### src/rtl/or_sched_pkg.sv
// or_sched_pkg: shared state encoding and width helpers for the OR-gate scheduler
package or_sched_pkg;
  typedef enum logic [2:0] {S_INIT, S_IDLE, S_PULSE_A, S_PULSE_B, S_PULSE_CLK, S_RESP} state_t;
  function automatic int idx_w(input int n);
    return (n > 1) ? $clog2(n) : 1;
  endfunction
  function automatic int cnt_w(input int g, input int o, input int b);
    int m;
    m = (g > o) ? g : o;
    m = (m > b) ? m : b;
    return $clog2(m) + 1;
  endfunction
endpackage

### src/rtl/rr_arbiter.sv
// rr_arbiter: picks the first set request at or after the pointer, wrapping
module rr_arbiter
  import or_sched_pkg::*;
#(
  parameter int NUM_REQ = 4,
  localparam int IW = idx_w(NUM_REQ)
) (
  input  logic [NUM_REQ-1:0] i_req,
  input  logic [IW-1:0]      i_ptr,
  input  logic               i_en,
  output logic [NUM_REQ-1:0] o_gnt,
  output logic [IW-1:0]      o_idx,
  output logic               o_any
);
  always_comb begin
    o_gnt = '0;
    o_idx = '0;
    o_any = 1'b0;
    for (int i = 0; i < NUM_REQ; i++) begin
      if (i_en && !o_any && i_req[(i + int'(i_ptr)) % NUM_REQ]) begin
        o_any = 1'b1;
        o_gnt[(i + int'(i_ptr)) % NUM_REQ] = 1'b1;
        o_idx = IW'((i + int'(i_ptr)) % NUM_REQ);
      end
    end
  end
endmodule

### src/rtl/or_gate_scheduler.sv
// or_gate_scheduler: round-robin sequencer driving spaced a/b/clk pulses into one shared clocked-OR gate
module or_gate_scheduler
  import or_sched_pkg::*;
#(
  parameter int NUM_REQ      = 4,
  parameter int GAP_CYCLES   = 3,
  parameter int OUT_CYCLES   = 6,
  parameter int BEGIN_CYCLES = 8,
  localparam int IW = idx_w(NUM_REQ),
  localparam int CW = cnt_w(GAP_CYCLES, OUT_CYCLES, BEGIN_CYCLES)
) (
  input  logic               clk,
  input  logic               rst,
  input  logic [NUM_REQ-1:0] req,
  input  logic [NUM_REQ-1:0] op_a,
  input  logic [NUM_REQ-1:0] op_b,
  output logic [NUM_REQ-1:0] gnt,
  output logic               resp_valid,
  output logic [IW-1:0]      resp_id,
  output logic               resp_data,
  output logic               busy,
  output logic               gate_a,
  output logic               gate_b,
  output logic               gate_clk,
  input  logic               gate_out,
  output logic               err
);
  state_t r_state, w_next;
  logic [CW-1:0] r_cnt, w_lim;
  logic [IW-1:0] r_ptr, r_idx, w_idx;
  logic [NUM_REQ-1:0] w_win;
  logic w_any, w_done, r_b, r_ref, r_gout_q, r_gout_v;

  rr_arbiter #(.NUM_REQ(NUM_REQ)) u_arb (
    .i_req(req), .i_ptr(r_ptr), .i_en(r_state == S_IDLE),
    .o_gnt(w_win), .o_idx(w_idx), .o_any(w_any)
  );

  assign busy = r_state != S_IDLE;

  always_comb begin
    w_lim = (r_state == S_INIT) ? CW'(BEGIN_CYCLES - 1) :
            (r_state == S_PULSE_CLK) ? CW'(OUT_CYCLES - 1) : CW'(GAP_CYCLES - 1);
    w_done = r_cnt == w_lim;
    w_next = r_state;
    case (r_state)
      S_INIT:      if (w_done) w_next = S_IDLE;
      S_IDLE:      if (w_any) w_next = S_PULSE_A;
      S_PULSE_A:   if (w_done) w_next = S_PULSE_B;
      S_PULSE_B:   if (w_done) w_next = S_PULSE_CLK;
      S_PULSE_CLK: if (w_done) w_next = S_RESP;
      default:     w_next = S_IDLE;
    endcase
  end

  always_ff @(posedge clk or posedge rst)
    if (rst) r_state <= S_INIT;
    else r_state <= w_next;

  // Pulses are issued on the edge that enters each pulse state; r_gout_v masks the first compare after reset
  always_ff @(posedge clk or posedge rst) begin
    if (rst) begin
      r_cnt      <= '0;
      r_ptr      <= '0;
      r_idx      <= '0;
      r_b        <= 1'b0;
      r_ref      <= 1'b0;
      r_gout_q   <= 1'b0;
      r_gout_v   <= 1'b0;
      gnt        <= '0;
      resp_valid <= 1'b0;
      resp_id    <= '0;
      resp_data  <= 1'b0;
      gate_a     <= 1'b0;
      gate_b     <= 1'b0;
      gate_clk   <= 1'b0;
      err        <= 1'b0;
    end else begin
      r_cnt      <= (w_next != r_state) ? '0 : (&r_cnt) ? r_cnt : r_cnt + 1'b1;
      gnt        <= w_win;
      resp_valid <= r_state == S_PULSE_CLK && w_done;
      r_gout_q   <= gate_out;
      r_gout_v   <= 1'b1;
      err        <= err | (r_gout_v && r_state != S_PULSE_CLK && gate_out != r_gout_q);
      if (w_any) begin
        r_idx  <= w_idx;
        r_b    <= op_b[w_idx];
        r_ptr  <= (w_idx == IW'(NUM_REQ - 1)) ? '0 : w_idx + 1'b1;
        gate_a <= gate_a ^ op_a[w_idx];
      end
      if (r_state == S_PULSE_A && w_done) gate_b <= gate_b ^ r_b;
      if (r_state == S_PULSE_B && w_done) begin
        gate_clk <= ~gate_clk;
        r_ref    <= gate_out;
      end
      if (r_state == S_PULSE_CLK && w_done) begin
        resp_id   <= r_idx;
        resp_data <= gate_out ^ r_ref;
      end
    end
  end
endmodule

### config.mk
export PLATFORM = sky130hd
export DESIGN_NAME = or_gate_scheduler
export DESIGN_NICKNAME = d
export VERILOG_FILES = /design/src/rtl/or_sched_pkg.sv /design/src/rtl/rr_arbiter.sv /design/src/rtl/or_gate_scheduler.sv
export SDC_FILE = /design/constraint.sdc
export NUM_CORES = 1
export LEC_CHECK = 0
export CAP_MARGIN = 25
export CORE_MARGIN = 3
export CORE_UTILIZATION = 52
export CTS_CLUSTER_DIAMETER = 150
export CTS_CLUSTER_SIZE = 14
export DETAILED_ROUTE_END_ITERATION = 10
export GPL_ROUTABILITY_DRIVEN = 1
export PLACE_DENSITY = 0.8
export SETUP_SLACK_MARGIN = 0.05
export SLEW_MARGIN = 25
export SYNTH_ARGS = -nofsm -noshare
export SYNTH_HDL_FRONTEND = slang
export SYNTH_SLANG_ARGS = --single-unit
export TNS_END_PERCENT = 10
### constraint.sdc
create_clock -name clk -period 3.9 [get_ports clk]
set_input_delay 0.39 -clock clk [delete_from_list [all_inputs] [get_ports clk]]
set_output_delay 0.39 -clock clk [all_outputs]
set_load 0.01 [all_outputs]
==> results.sh, run 1 <==
export IMPL_syn_nets=180
export IMPL_yosys_cell_types_count=48
export IMPL_setup_tns_ns=0
export IMPL_combPwrFrac_pct=18.2
export IMPL_fin_crit_sh_pct=87.2
export IMPL_insertion_delay_ns=0.33
export IMPL_dp_hpwl_um=2640
export IMPL_postCtsSetupRepairBufs=0
export IMPL_worst_pin_slew_ns=0.537
export IMPL_hold_violations=0
export IMPL_die_area_um2=3880
export IMPL_switching_share_pct=28.4
export IMPL_leakagePower_nw=0.835
export IMPL_ant_nets=0
export IMPL_n_antenna_cell=0
export IMPL_hold_class="input pin to async pin"
export IMPL_first_global_vias=1279
export IMPL_finalNetCount=209
export IMPL_synth_top_flop_cell="dfrtp_1"
export IMPL_synth_top_cell_by_area="dfrtp_1"
export IMPL_htree_levels=1
export IMPL_io_pins=28
export IMPL_cts_made_buffers=3
export IMPL_arrival_ns=3.63
export IMPL_drt_total_wl_um=3430
export IMPL_cts_root_buf="clkbuf_4"
export IMPL_period_needed_ns=3.40
export IMPL_setup_ws_ns=0.501
export IMPL_die_h_um=62.3
export IMPL_synth_yosys_seq_area_share_pct=41.0
export IMPL_p_per_area_nw_per_um2=260
export IMPL_syn_instance_count=160
export IMPL_grt_max_degree=28
export IMPL_internal_power_mw=0.368
export IMPL_syn_area_um2=1650
export IMPL_synth_area_leaders="dfrtp_1 41%, mux4_2 5.5%, nand2_1 4.6%"
export IMPL_drv_cap=0
export IMPL_ir_drop_mv=0.272
export IMPL_cts_buffer_depth=2
export IMPL_hold_buffers=0
export IMPL_rows=19
export IMPL_rsz0062_at_grt="no"
export IMPL_grt_ovfl_total=0
export IMPL_skew_ns=0.00414
export IMPL_clock_sinks=27
export IMPL_drcViolationCount=0
export IMPL_yosysWarnings=0
export IMPL_antenna_found_initial=0
export IMPL_reg2regPathDepth=8
export IMPL_fmax_mhz=294
export IMPL_cts_tree="yes"
export IMPL_synth_edf_count=0
export IMPL_seq_power_share_pct=57.5
export IMPL_crit_path_start_kind="register"
export IMPL_dp_slack_ns=0.526
export IMPL_avgSynthCellArea_um2=10.3
export IMPL_post_drt_wl_per_cell_um=14.9
export IMPL_critical_path_class="register to register"
export IMPL_clock_power_share_pct=24.4
export IMPL_area_delta_synth_final_pct=19.8
export IMPL_vias=1315
export IMPL_drive_gt1_share_pct=12.2
export IMPL_status="completed"
export IMPL_fp_coreArea_um2=2880
export IMPL_viasPerCell=5.72
export IMPL_finalMaxSlewViolations=0
export IMPL_grt_usage_pct=18.5
export IMPL_clkTransAtPathRegs_ns=0.15
export IMPL_die_w_um=62.3
export IMPL_synth_seq_cells=27
export IMPL_initial_core_util_pct=57.2
export IMPL_finalSetupViolations=0
export IMPL_netlist_area_leader_share_pct=41.0
export IMPL_io_buffers=27
export IMPL_worstPathRequired_ns=4.13
export IMPL_ys_async_sr_fraction_pct=100
export IMPL_switchingPower_mw=0.146
export IMPL_cts_repair_resized=0
export IMPL_maxSlewHeadroom_pct=64.2
export IMPL_drtIter0Drc=108
export IMPL_gp_congestion=0.903
export IMPL_grt_pass1_wl_um=5870
export IMPL_dr_pass1_iters=4
export IMPL_cp_end_kind="register"
export IMPL_crit_fanout=9
power by group through the flow:
stage               Combinational, mW  Sequential [mW]  Clock (mW)
floorplan                      0.0702            0.295           0
global route                    0.102            0.297       0.145
finish                         0.0933            0.295       0.125
detailed placement             0.0931            0.301           0
CTS                            0.0933            0.295       0.129
global placement               0.0887            0.300           0
final cells by class:
cell class,count,area (µm²)
multi-input combinational,120,907
fill,238,903
sequential,27,676
timing repair buffer,27,270
tap,42,52.6
inverter,10,37.5
clock buffer,3,22.5
clock inverter,1,7.51
synth_stat cells, drive strengths merged, types with 4 or more instances:
cell type  instances
a21o               4
a21oi              7
a22oi              8
dfrtp             27
ha                 5
inv               10
mux4               4
nand2             20
nand2b             4
nand3              5
nor2              10
o21ai              8
xnor2              5
flip-flops by register name (all words and copies together) (netlist names), 2 cells and up, named ones only:
| register | flops |
|---|---|
| r_state | 3 |
| r_cnt | 4 |
| gnt | 4 |
| r_idx | 2 |
| resp_id | 2 |
per-stage QoR:
step | cells | area [µm²] | utilization [%] | hold slack (ns) | power (mW)
2_1_floorplan | 160 | 1650 | - | 0.421 | 0.365
3_3_place_gp | 226 | 1940 | 67.6 | 0.454 | 0.389
3_5_place_dp | 226 | 1940 | 67.6 | 0.462 | 0.394
4_1_cts | 230 | 1970 | 68.6 | 0.486 | 0.517
5_1_grt | 230 | 1970 | 68.6 | 0.427 | 0.544
6_report | 230 | 1970 | 68.6 | 0.401 | 0.514
metal layers:
layer	global-route usage (%)	share of wire, %	vias up
met2	30.9	49	46
met5	0	0	-
li1	-	-	639
met4	4.13	0.41	0
met1	24.9	45	628
met3	3.96	5.7	2
cell usage in the layout (no fill, tap or decap), types with 2 or more instances in the layout:
| cell type | n |
|---|---|
| mux4_2 | 4 |
| mux2i_1 | 2 |
| xnor2_1 | 5 |
| nand3_1 | 5 |
| nor2_1 | 10 |
| clkbuf_4 | 3 |
| ha_1 | 5 |
| mux2_2 | 2 |
| nand2_1 | 20 |
| clkdlybuf4s50_1 | 27 |
| a21oi_1 | 7 |
| inv_1 | 9 |
| xor2_1 | 3 |
| a21o_1 | 4 |
| a211oi_1 | 2 |
| o21ai_0 | 8 |
| dfrtp_1 | 27 |
| a22oi_1 | 8 |
| nor3_2 | 2 |
| nor3b_1 | 2 |
| nand2b_1 | 4 |
critical path, cell delays in order, from the launching register on:
cell	delay, ns
dfrtp_1	0.61
inv_1	0.19
ha_1	0.50
mux4_2	0.62
or3_4	0.43
or2_1	0.27
o221a_4	0.29
o211a_1	0.12
a2111oi_2	0.29
cells by family (layout without fill, tap and decap cells):
logic type               count (synthesis)  after routing  share of synthesized area, %
flip-flops                              27             27                          41.0
multiplexers                             8              8                          8.05
XOR/XNOR                                 8              8                          4.26
AO/OA/AOI/OAI                           41             41                          19.8
AND/OR/NAND/NOR                         57             57                          18.9
buffers and inverters                   13             41                          3.88
other                                    1              1                         0.228
adder cells (fa/ha/maj)                  5              5                          3.80
worst paths after layout:
path / startpoint / endpoint / slack (ns)
max in group asynchronous: rst / gnt[2] / 3.15
setup reg to reg: register / gate_a / 0.50
setup / recovery: register / gate_a / 0.50
min in group clk: gate_b / gate_b / 0.49
hold reg to reg: gate_b / gate_b / 0.49
hold / removal: rst / r_state[1] / 0.40
Power figures use the tool's default switching activity.
==> run 2: changes to the inputs <==
==> constraint.sdc (replaced) <==
create_clock -name clk -period 3.9 [get_ports clk]
set_input_delay 0.39 -clock clk [delete_from_list [all_inputs] [get_ports clk]]
set_output_delay 0.39 -clock clk [all_outputs]
set_load 0.05 [all_outputs]
==> results of run 2 <==
The final DEF is identical to that of run 1. Status: completed.
Among the figures that moved: total power 0.514 mW -> 0.518 mW
==> run 3: changes to the inputs <==
Settings changed: ABC_CLOCK_PERIOD_IN_PS from default to 3900, SKIP_CTS_REPAIR_TIMING from default to 1.
==> results of run 3 <==
The final DEF is identical to that of run 1. Status: completed.
Among the figures that moved: total power 0.514 mW -> 0.518 mW
